==> config.mk <==
export PLATFORM = sky130hd
export DESIGN_NAME = ex_div_ctrl
export DESIGN_NICKNAME = d
export VERILOG_FILES = /design/src/rtl/ex_div_ctrl.sv
export SDC_FILE = /design/constraint.sdc
export NUM_CORES = 1
export LEC_CHECK = 0
export BUFFER_PORTS_ARGS = -buffer_cell sky130_fd_sc_hd__clkbuf_2
export CAP_MARGIN = 20
export CORE_ASPECT_RATIO = 0.5
export CORE_MARGIN = 2
export CORE_UTILIZATION = 62
export DETAILED_ROUTE_END_ITERATION = 16
export MAX_ROUTING_LAYER = met4
export PLACE_DENSITY = 0.93
export SYNTH_ARGS = -nofsm -noshare
export SYNTH_HDL_FRONTEND = slang
export SYNTH_SLANG_ARGS = --single-unit
==> constraint.sdc <==
create_clock -name clk -period 5.1 [get_ports clk]
set_clock_uncertainty 0.1 [all_clocks]
set_input_delay 0.51 -clock clk [delete_from_list [all_inputs] [get_ports clk]]
set_output_delay 0.51 -clock clk [all_outputs]
set_load 0.05 [all_outputs]
==> src/rtl/ex_div_ctrl.sv <==
// ex_div_ctrl: multi-cycle RV64M DIV/DIVU/REM/REMU(+W) sequencer; takes div_valid_i/div_sel_i/dividend_i/divisor_i, holds EX via stall_o, returns result_o over res_valid_o/res_ready_i, div_ready_o when idle, flush_i aborts
module ex_div_ctrl #(
  parameter int XLEN  = 64,
  parameter int CNT_W = 7
) (
  input  logic            clk,
  input  logic            rst_n,
  input  logic            div_valid_i,
  input  logic [2:0]      div_sel_i,
  input  logic [XLEN-1:0] dividend_i,
  input  logic [XLEN-1:0] divisor_i,
  input  logic            flush_i,
  output logic            div_ready_o,
  output logic            res_valid_o,
  input  logic            res_ready_i,
  output logic [XLEN-1:0] result_o,
  output logic            stall_o
);
  typedef enum logic [1:0] {IDLE, CALC, FIX, DONE} state_t;
  state_t state;
  logic [CNT_W-1:0] cnt;
  logic op_w, op_rem, q_neg, r_neg;
  logic [XLEN-1:0] rem, quo, dvs;
  logic is_w, is_sgn, d_neg, v_neg, div0, ovf;
  logic [XLEN-1:0] d_sx, dx, vx, da, va, spec_res, rem_nxt, q_fix, r_fix, sel_fix, fix_res;
  logic [XLEN:0] diff;
  always_comb begin
    is_w = div_sel_i[2];
    is_sgn = !div_sel_i[0];
    d_sx = {{(XLEN-32){dividend_i[31]}}, dividend_i[31:0]};
    dx = is_w ? (is_sgn ? d_sx : {{(XLEN-32){1'b0}}, dividend_i[31:0]}) : dividend_i;
    vx = is_w ? (is_sgn ? {{(XLEN-32){divisor_i[31]}}, divisor_i[31:0]} : {{(XLEN-32){1'b0}}, divisor_i[31:0]}) : divisor_i;
    d_neg = is_sgn & dx[XLEN-1];
    v_neg = is_sgn & vx[XLEN-1];
    da = d_neg ? -dx : dx;
    va = v_neg ? -vx : vx;
    div0 = vx == '0;
    ovf = is_sgn && (&vx) && dx == (is_w ? {{(XLEN-31){1'b1}}, 31'b0} : {1'b1, {(XLEN-1){1'b0}}});
    spec_res = div0 ? (div_sel_i[1] ? (is_w ? d_sx : dividend_i) : '1) : (div_sel_i[1] ? '0 : dx);
    // restoring step: borrow out of the (XLEN+1)-bit trial means the subtraction failed
    diff = {rem, quo[XLEN-1]} - {1'b0, dvs};
    rem_nxt = diff[XLEN] ? {rem[XLEN-2:0], quo[XLEN-1]} : diff[XLEN-1:0];
    q_fix = q_neg ? -quo : quo;
    r_fix = r_neg ? -rem : rem;
    sel_fix = op_rem ? r_fix : q_fix;
    fix_res = op_w ? {{(XLEN-32){sel_fix[31]}}, sel_fix[31:0]} : sel_fix;
  end
  assign div_ready_o = state == IDLE;
  assign stall_o = state == IDLE ? div_valid_i & !flush_i : state == DONE ? !res_ready_i : 1'b1;
  always_ff @(posedge clk or negedge rst_n) begin
    if (!rst_n) begin
      state <= IDLE;
      cnt <= '0;
      op_w <= 1'b0;
      op_rem <= 1'b0;
      q_neg <= 1'b0;
      r_neg <= 1'b0;
      rem <= '0;
      quo <= '0;
      dvs <= '0;
      result_o <= '0;
      res_valid_o <= 1'b0;
    end else if (flush_i) begin
      state <= IDLE;
      res_valid_o <= 1'b0;
    end else begin
      case (state)
        IDLE: if (div_valid_i) begin
          op_w <= is_w;
          op_rem <= div_sel_i[1];
          q_neg <= d_neg ^ v_neg;
          r_neg <= d_neg;
          dvs <= va;
          rem <= '0;
          // W dividends are left-aligned so 32 shifts leave the quotient in the low half
          quo <= is_w ? {da[31:0], {(XLEN-32){1'b0}}} : da;
          cnt <= is_w ? CNT_W'(31) : CNT_W'(XLEN-1);
          if (div0 | ovf) begin
            result_o <= spec_res;
            res_valid_o <= 1'b1;
            state <= DONE;
          end else state <= CALC;
        end
        CALC: begin
          rem <= rem_nxt;
          quo <= {quo[XLEN-2:0], !diff[XLEN]};
          cnt <= cnt - CNT_W'(1);
          if (cnt == '0) state <= FIX;
        end
        FIX: begin
          result_o <= fix_res;
          res_valid_o <= 1'b1;
          state <= DONE;
        end
        DONE: if (res_ready_i) begin
          res_valid_o <= 1'b0;
          state <= IDLE;
        end
        default: state <= IDLE;
      endcase
    end
  end
endmodule

# [Word-level counts from Yosys, hierarchy flattened]
# Index checks and enable logic that the tools add are counted.
[totals] regBits=270 word_cells=91 out_inout_bits=67 input_bits=136
[classes] n_reduce_logical=18 eq_ne=10 n_bitwise=6 n_mux=40 add_sub_neg=6
[op_table] operator="64-bit 2-to-1 mux" n=20
[op_table] operator="64-bit case mux with 2 select lines" n=3
[op_table] operator="64-bit negation" n=4
[op_table] operator="65-bit by 64-bit subtractor with 65-bit output" n=1
[op_table] operator="64-bit equality test" n=1
[op_table] operator="64-bit zero test" n=1
[op_table] operator="64-bit AND reduction" n=1
[op_table] operator="63-bit 2-to-1 mux" n=1
[op_table] operator="7-bit case mux with 2 select lines" n=1
[op_table] operator="2-bit 2-to-1 mux" n=5
[op_table] operator="3-bit inequality test (second input constant)" n=3
[op_table] operator="3-bit AND reduction" n=3
[op_table] operator="2-bit case mux with 4 select lines" n=1
[op_table] operator="4-bit AND reduction" n=2
[op_table] operator="7-bit zero test" n=1
[op_table] operator="7-bit 2-to-1 mux" n=1
[op_table] operator="7-bit by 1-bit subtractor with 7-bit output (second input constant)" n=1
[op_table] operator="1-bit 2-to-1 mux" n=6
[op_table] operator="6-bit 2-to-1 mux" n=1
[op_table] operator="2-bit equality test (second input constant)" n=2
[op_table] operator="1-bit zero test" n=4
[op_table] operator="2-bit nonzero test" n=2
[op_table] operator="4-bit nonzero test" n=1
[op_table] operator="1-bit AND" n=3
[op_table] operator="other kinds (10)" n=11

# [Depth between registers and ports, before layout]
# Gate-level depths: netlist of run 1.
[logic_depth] depth_word=10 ltp_mapped=15 depth_no_buf=13

# [Least setup slack after synthesis of run 1]
# OpenSTA, ideal clock, no wires.
[synth_timing] path_kind="input -> register" start="input divisor_i[2]" end="register result_o[37]" n_path_buf=4 setup_ns=0.129 slack_ns=1.412 t_required_ns=4.871 path_stages=14 arrival_time_ns=3.459 path_cell_list="or4_1 buf_2 nor4_4 nand4_1 nor2_1 nand3_1 nor4_4 and3b_1 a211o_1 buf_2 buf_4 buf_2 nand2_1 o31ai_1"
[synth_between] elab_chain_cells=8 elab_cells_between_ends=13 classes_between="eq/ne (1); mux (6); bitwise (1); reduce/logical (5)"
[synth_lines] element="start, declared" line="11" rtl="input logic [XLEN-1:0] divisor_i,"
[synth_lines] element="64-bit 2-to-1 mux" line="32" rtl="vx = is_w ? (is_sgn ? {{(XLEN-32){divisor_i[31]}}, divisor_i[31:0]} : {{(XLEN-32){1'b0}}, divisor_i[31:0]}) : ..."
[synth_lines] element="64-bit 2-to-1 mux (*)" line="32"
[synth_lines] element="64-bit AND reduction" line="38" rtl="ovf = is_sgn && (&vx) && dx == (is_w ? {{(XLEN-31){1'b1}}, 31'b0} : {1'b1, {(XLEN-1){1'b0}}});"
[synth_lines] element="1-bit logical AND (2 in a row)" line="38"
[synth_lines] element="1-bit bitwise OR" line="78" rtl="if (div0 | ovf) begin"
[synth_lines] element="2-bit by 1-bit inequality test with 1-bit output (no line)"
[synth_lines] element="4-bit AND reduction (no line)"
[synth_lines] element="end signal, assigned" line="79" rtl="result_o <= spec_res;"
[synth_lines] element="end signal, assigned" line="91" rtl="result_o <= fix_res;"
[synth_lines] element="end, declared" line="16" rtl="output logic [XLEN-1:0] result_o,"
# Mark *: on every way between the ends. The rest lies on a longest branch, timed or not. The select of a mux whose other input is x is not followed.
# A chain may end at the register's enable or synchronous reset.

# [Worst setup path after layout of run 1]
[layout_timing] start="register rem[19]" end="register result_o[48]"
[layout_between] elab_chain_cells=5
[layout_lines] element="start, declared" line="23" rtl="logic [XLEN-1:0] rem, quo, dvs;"
[layout_lines] element="start signal, assigned" line="85" rtl="rem <= rem_nxt;"
[layout_lines] element="64-bit negation" line="44" rtl="r_fix = r_neg ? -rem : rem;"
[layout_lines] element="64-bit 2-to-1 mux" line="44"
[layout_lines] element="64-bit 2-to-1 mux" line="45" rtl="sel_fix = op_rem ? r_fix : q_fix;"
[layout_lines] element="64-bit 2-to-1 mux" line="46" rtl="fix_res = op_w ? {{(XLEN-32){sel_fix[31]}}, sel_fix[31:0]} : sel_fix;"
[layout_lines] element="64-bit case mux with 2 select lines" line="67" rtl="case (state)"
# Every way passes these cells.

==> flow_metrics.env, run 1 <==
export IMPL_drt_first_pass_iters=6
export IMPL_ys_flop_type="dfrtp_1"
export IMPL_portBuffers=202
export IMPL_cts_hold_buf=1
export IMPL_synth_cell_type_count=81
export IMPL_seq_area_frac_synth_pct=28.5
export IMPL_clock_sinks=270
export IMPL_synth_edf_count=0
export IMPL_antenna_found_initial=1
export IMPL_syn_inst=3147
export IMPL_fin_nets=3420
export IMPL_cts_resized=0
export IMPL_netlist_area_um2=23700
export IMPL_cp_startpoint="rem[19]"
export IMPL_ys_ff_latch=270
export IMPL_dieArea_um2=39900
export IMPL_postRouteAntennaNets=0
export IMPL_grt_pass1_wl_um=135000
export IMPL_synthArstFlopShare_pct=100
export IMPL_die_w_um=281
export IMPL_reg2regPathDepth=10
export IMPL_drive_above_1_share_pct=10.7
export IMPL_maxCapViolations=0
export IMPL_p_leak_uw=0.0114
export IMPL_yosysTopAreaCell="dfrtp_1"
export IMPL_yosys_warnings=0
export IMPL_peakVddDrop_uv=267
export IMPL_relSlewSlack_pct=24.4
export IMPL_via_count=26000
export IMPL_clk_pin_slew_ns=0.07
export IMPL_h_tree_depth=1
export IMPL_hold_ws_ns=0.188
export IMPL_cp_start_kind="flop"
export IMPL_cts_max_path_buffers=3
export IMPL_avgSynthCellArea_um2=7.53
export IMPL_cp_arrival_ns=4.87
export IMPL_grt_util_all_layers_pct=44.3
export IMPL_min_period_over_period_pct=89.1
export IMPL_cts_buffers=27
export IMPL_path_max_fanout=19
export IMPL_grt_pass1_vias=23600
export IMPL_status="complete, no violations"
export IMPL_dpl_hpwl_um=64000
export IMPL_syn_num_nets=3359
export IMPL_drv_slew=0
export IMPL_fmax_ghz=0.220
export IMPL_placementRows=50
export IMPL_clock_latency_ns=0.57
export IMPL_power_density_nw_per_um2=521
export IMPL_drc=0
export IMPL_min_period_ns=4.54
export IMPL_hp_class="primary input to flop"
export IMPL_hold_violations=0
export IMPL_ios=203
export IMPL_grt_overflow=0
export IMPL_critPathCapture="result_o[48]"
export IMPL_die_height_um=142
export IMPL_initial_core_util_pct=63.2
export IMPL_crit_type="flop to flop"
export IMPL_synth_top_area_share_pct=28.5
export IMPL_wl_um=87200
export IMPL_critPathRequiredTime_ns=5.42
export IMPL_grt_max_degree=129
export IMPL_rsz0062_at_grt="false"
export IMPL_post_cts_buffers=0
export IMPL_max_slew_worst_pin_slew_ns=1.13
export IMPL_synthTopCellsByArea="dfrtp_1 29%, o21ai_0 8.1%, nand2_1 6.9%"
export IMPL_endpoint_kind="flop"
export IMPL_viasPerCell=6.97
export IMPL_core_area_um2=37500
export IMPL_syn2layout_area_growth_pct=9.64
export IMPL_fin_tns_setup_ns=0
export IMPL_r2r_slack_ns=0.56
export IMPL_root_buffer="clkbuf_16"
export IMPL_setup_violations_final=0
export IMPL_r2r_end="result_o[48]"
export IMPL_place_congestion=1.07
export IMPL_cts_tree="done"
export IMPL_rr_startpoint="rem[19]"
export IMPL_avgRoutedWirePerCell_um=23.4
export IMPL_initialDrtViolationCount=4038
placed cells by master (no fill, tap or decap), types with 41 or more instances in the layout:
master,n
a211oi_1,63
a21oi_1,233
a22oi_1,47
buf_4,48
clkbuf_2,200
dfrtp_1,267
ha_1,74
inv_1,137
nand2_1,432
nand4_1,48
nor2_1,214
nor3_1,55
nor4_1,41
o21ai_0,384
o31ai_1,78
xnor2_1,176
xor2_1,134
flip-flops by register name (all words and copies together), names as in the netlist:
| name | flops |
|---|---|
| r_neg | 1 |
| result_o | 64 |
| cnt | 7 |
| dvs | 64 |
| rem | 64 |
| res_valid_o | 1 |
| quo | 64 |
| q_neg | 1 |
| state | 2 |
| op_rem | 1 |
| op_w | 1 |
synthesized netlist by cell type (10+ instances only):
cell / count
a211oi_1: 63
a21boi_0: 20
a21o_1: 27
a21oi_1: 237
a221o_1: 10
a221oi_1: 27
a22o_1: 34
a22oi_1: 47
a31oi_1: 18
a32oi_1: 21
and2_1: 13
and3_1: 12
buf_1: 15
buf_2: 13
clkbuf_1: 190
dfrtp_1: 270
ha_1: 75
inv_1: 138
mux2i_1: 14
nand2_1: 433
nand2b_1: 22
nand3_1: 32
nand4_1: 48
nor2_1: 214
nor3_1: 55
nor4_1: 41
o21a_1: 14
o21ai_0: 384
o21ai_1: 11
o21bai_1: 19
o22ai_1: 17
o31ai_1: 78
o41ai_1: 25
or2_2: 11
or3_1: 40
or4_1: 37
xnor2_1: 176
xor2_1: 134
power by group:
| group | switching (uW) | total (uW) | leakage [uW] | internal, uW |
|---|---|---|---|---|
| Clock | 953 | 2350 | 0.000491 | 1400 |
| Sequential | 766 | 3610 | 0.00352 | 2840 |
| Combinational | 5150 | 7590 | 0.00741 | 2440 |
| Total | 6870 | 13500 | 0.0114 | 6680 |
how the worst min path moves through the flow:
stage                             start            to  slack (ns)  cells past startpoint
after global routing      divisor_i[27]       dvs[27]        0.19                      3
final                     divisor_i[27]       dvs[27]        0.19                      3
after CTS                       flush_i   res_valid_o        0.17                      2
after floorplan                   rst_n        cnt[0]        0.11                      0
after detailed placement   result_o[11]  result_o[11]        0.37                      2
after global placement     result_o[22]  result_o[22]        0.36                      2
kinds of logic after synthesis:
kind of cell / count (synthesis) / share of synthesized area [%]
adder cells (fa/ha/maj): 77 / 4.09
buffers and inverters: 361 / 5.87
AND/OR/NAND/NOR: 1006 / 20.1
AO/OA/AOI/OAI: 1109 / 29.4
XOR/XNOR: 310 / 11.5
multiplexers: 14 / 0.591
flip-flops: 270 / 28.5
layout make-up:
class	count	area, um^2
sequential	270	6760
clock buffer	35	756
fill	3070	11500
tap	494	618
antenna	1	2.50
clock inverter	14	250
multi-input combinational	2516	15600
timing repair buffer	254	1470
inverter	139	522
stage by stage:
step	power, uW	instance area [um^2]	cells	setup slack, ns	utilization, %
2_1_floorplan	8750	23700	3147	1.41	-
3_3_place_gp	10700	24900	3671	0.618	66.5
3_5_place_dp	10800	24900	3671	0.482	66.5
4_1_cts	13200	26000	3721	0.805	69.2
5_1_grt	14300	26000	3723	0.362	69.2
6_report	13500	26000	3723	0.556	69.2
routing by layer:
layer | part of all wire (%) | vias to the layer above | global-route usage (%)
li1 | - | 11500 | -
met1 | 40 | 12100 | 61.5
met2 | 40 | 2011 | 60.7
met3 | 16 | 327 | 14.2
met4 | 4.0 | 0 | 14.2
met5 | 0 | - | -
critical path, cell delays in order (launching register included):
cell and delay [ns]:
dfrtp_1 0.49, nor4_1 0.75, nand3_1 0.27, or4_1 0.62
o31ai_1 0.28, xor2_1 0.23, mux2i_1 0.13, nand2_1 0.08
nand2_1 0.43, a211oi_1 0.86, o31ai_1 0.15
Power figures use the tool's default switching activity.
==> run 2: changes to the inputs <==
--- a/config.mk
+++ b/config.mk
@@ -9,10 +9,10 @@
 export CAP_MARGIN = 20
 export CORE_ASPECT_RATIO = 0.5
 export CORE_MARGIN = 2
-export CORE_UTILIZATION = 62
+export CORE_UTILIZATION = 60
 export DETAILED_ROUTE_END_ITERATION = 16
 export MAX_ROUTING_LAYER = met4
-export PLACE_DENSITY = 0.93
+export PLACE_DENSITY = 0.91
 export SYNTH_ARGS = -nofsm -noshare
 export SYNTH_HDL_FRONTEND = slang
 export SYNTH_SLANG_ARGS = --single-unit
==> flow_metrics.env, run 2 (synthesis gave the netlist of run 1 again) <==
export IMPL_status="complete, no violations"
export IMPL_fmax_ghz=0.233
export IMPL_die_w_um=285
export IMPL_endpoint_kind="flop"
export IMPL_critPathRequiredTime_ns=5.50
export IMPL_drt_first_pass_iters=9
export IMPL_final_cell_mix="432 x nand2_1, 384 x o21ai_0, 267 x dfrtp_1"
export IMPL_cts_tree="done"
export IMPL_maxCapViolations=0
export IMPL_wl_um=88300
export IMPL_peakVddDrop_uv=303
export IMPL_path_cells="nor4_1, nand3_1, or4_1, o41ai_1, nand2_1, a21oi_1, nand2_1, xor2_1, a221oi_1, o31ai_1"
export IMPL_setup_violations_final=0
export IMPL_initial_core_util_pct=60.9
export IMPL_crit_top_cell="nand2_1"
export IMPL_crit_type="flop to flop"
export IMPL_swShare_pct=51.8
export IMPL_fin_tns_setup_ns=0
export IMPL_max_slew_worst_pin_slew_ns=1.21
export IMPL_drive_above_1_share_pct=10.8
export IMPL_dp_cells=3707
export IMPL_cp_arrival_ns=4.68
export IMPL_crit_slowest_cell="nor4_1"
export IMPL_grt_pass1_wl_um=134000
export IMPL_path_max_fanout=5
export IMPL_syn2layout_area_growth_pct=9.43
export IMPL_root_buffer="clkbuf_16"
export IMPL_post_cts_buffers=0
export IMPL_initialDrtViolationCount=4106
export IMPL_die_height_um=145
export IMPL_portBuffers=202
export IMPL_internal_power_uw=6430
export IMPL_grt_overflow=0
export IMPL_clock_sinks=270
export IMPL_dpl_hpwl_um=65800
export IMPL_final_common_cell="nand2_1"
export IMPL_viasPerCell=6.81
export IMPL_finalNonFillerCells=3762
export IMPL_drv_slew=0
export IMPL_power_density_nw_per_um2=514
export IMPL_drc=0
export IMPL_postRouteAntennaNets=0
export IMPL_ios=203
export IMPL_cts_buffers=28
export IMPL_clk_pin_slew_ns=0.07
export IMPL_core_area_um2=38900
export IMPL_finalPower_uw=13300
export IMPL_place_congestion=1.05
export IMPL_dieArea_um2=41200
export IMPL_grt_pass1_vias=22800
export IMPL_hold_violations=0
export IMPL_p_seq_share_pct=28.0
export IMPL_hp_class="primary input to flop"
export IMPL_cp_start_kind="flop"
export IMPL_cts_max_path_buffers=3
export IMPL_min_period_ns=4.29
export IMPL_grt_util_all_layers_pct=42.7
export IMPL_max_stage_delay_ns=0.64
export IMPL_placementRows=51
export IMPL_grt_max_degree=129
export IMPL_final_core_util_pct=66.6
export IMPL_p_sw_uw=6910
export IMPL_h_tree_depth=1
export IMPL_rsz0062_at_grt="false"
export IMPL_via_count=25600
export IMPL_min_period_over_period_pct=84.0
export IMPL_p_clk_share_pct=16.1
export IMPL_antenna_found_initial=3
export IMPL_p_leak_uw=0.0114
export IMPL_fin_nets=3421
export IMPL_relSlewSlack_pct=19.0
export IMPL_p_comb_share_pct=55.9
export IMPL_clock_latency_ns=0.60
export IMPL_avgRoutedWirePerCell_um=23.5
==> run 2: cell types whose count changed in the layout (fill, tap and decap cells not counted), moves of 2 or more <==
cell	previous run	this run
buf_12	3	5
bufinv_16	7	1
buf_4	48	45
clkinv_4	0	3
clkbuf_16	27	29
buf_2	0	2
clkinv_2	5	8
diode_2	1	3
==> run 2: worst max-delay path, delay by kind of cell (launching register included) <==
family | cells | cell delay, ns
AND/OR/NAND/NOR | 5 | 1.79
XOR/XNOR | 1 | 0.38
AO/OA/AOI/OAI | 4 | 1.46
flip-flops | 1 | 0.49
==> run 2: power groups by stage <==
stage | registers [uW] | clock network (uW) | logic (uW)
4_1_cts | 3680 | 2130 | 7210
3_3_place_gp | 3670 | 0 | 7030
2_1_floorplan | 4040 | 0 | 4700
6_report | 3740 | 2140 | 7450
5_1_grt | 3810 | 2220 | 8010
3_5_place_dp | 3700 | 0 | 7160
==> run 2: metrics by stage <==
step | setup WS [ns] | hold WS (ns) | cell area, um^2
6_report | 0.814 | 0.174 | 25900
5_1_grt | 0.470 | 0.203 | 25900
4_1_cts | 0.903 | 0.164 | 25900
3_5_place_dp | 0.423 | 0.365 | 25000
3_3_place_gp | 0.603 | 0.361 | 25000
2_1_floorplan | 1.41 | 0.114 | 23700
==> run 2: layout make-up <==
cell class,count,area (um^2)
clock inverters,15,128
well taps,530,663
fillers,3351,13000
flip-flops and latches,270,6760
multi-input cells,2516,15600
clock buffers,35,788
repair buffers,254,1470
diodes,3,7.51
inverters,139,522
==> run 2: timing repair <==
action                    4_1_cts  5_1_grt
resized for setup               0        0
hold endpoints to repair       72        0
hold buffers                    1        0
==> run 2: routing by layer <==
metal  global-route usage [%]  up-vias  part of all wire, %
met5                        -        -                    0
met1                     60.5    12100                   41
met2                     59.5     1803                   41
met4                     11.0        0                  3.2
met3                     12.1      253                   15
li1                         -    11500                    -
==> run 2: final timing paths <==
| path | slack (ns) | end | cells past startpoint | startpoint |
|---|---|---|---|---|
| worst max-delay path | 0.81 | result_o[54] | 10 | rem[19] |
| worst min-delay path | 0.17 | dvs[17] | 3 | divisor_i[17] |
| worst max register to register | 0.81 | result_o[54] | 10 | rem[19] |
| worst min register to register | 0.38 | result_o[11] | 2 | result_o[11] |
| max in group asynchronous | 3.31 | rem[28] | 3 | rst_n |
| min in group asynchronous | 0.40 | dvs[3] | 2 | rst_n |
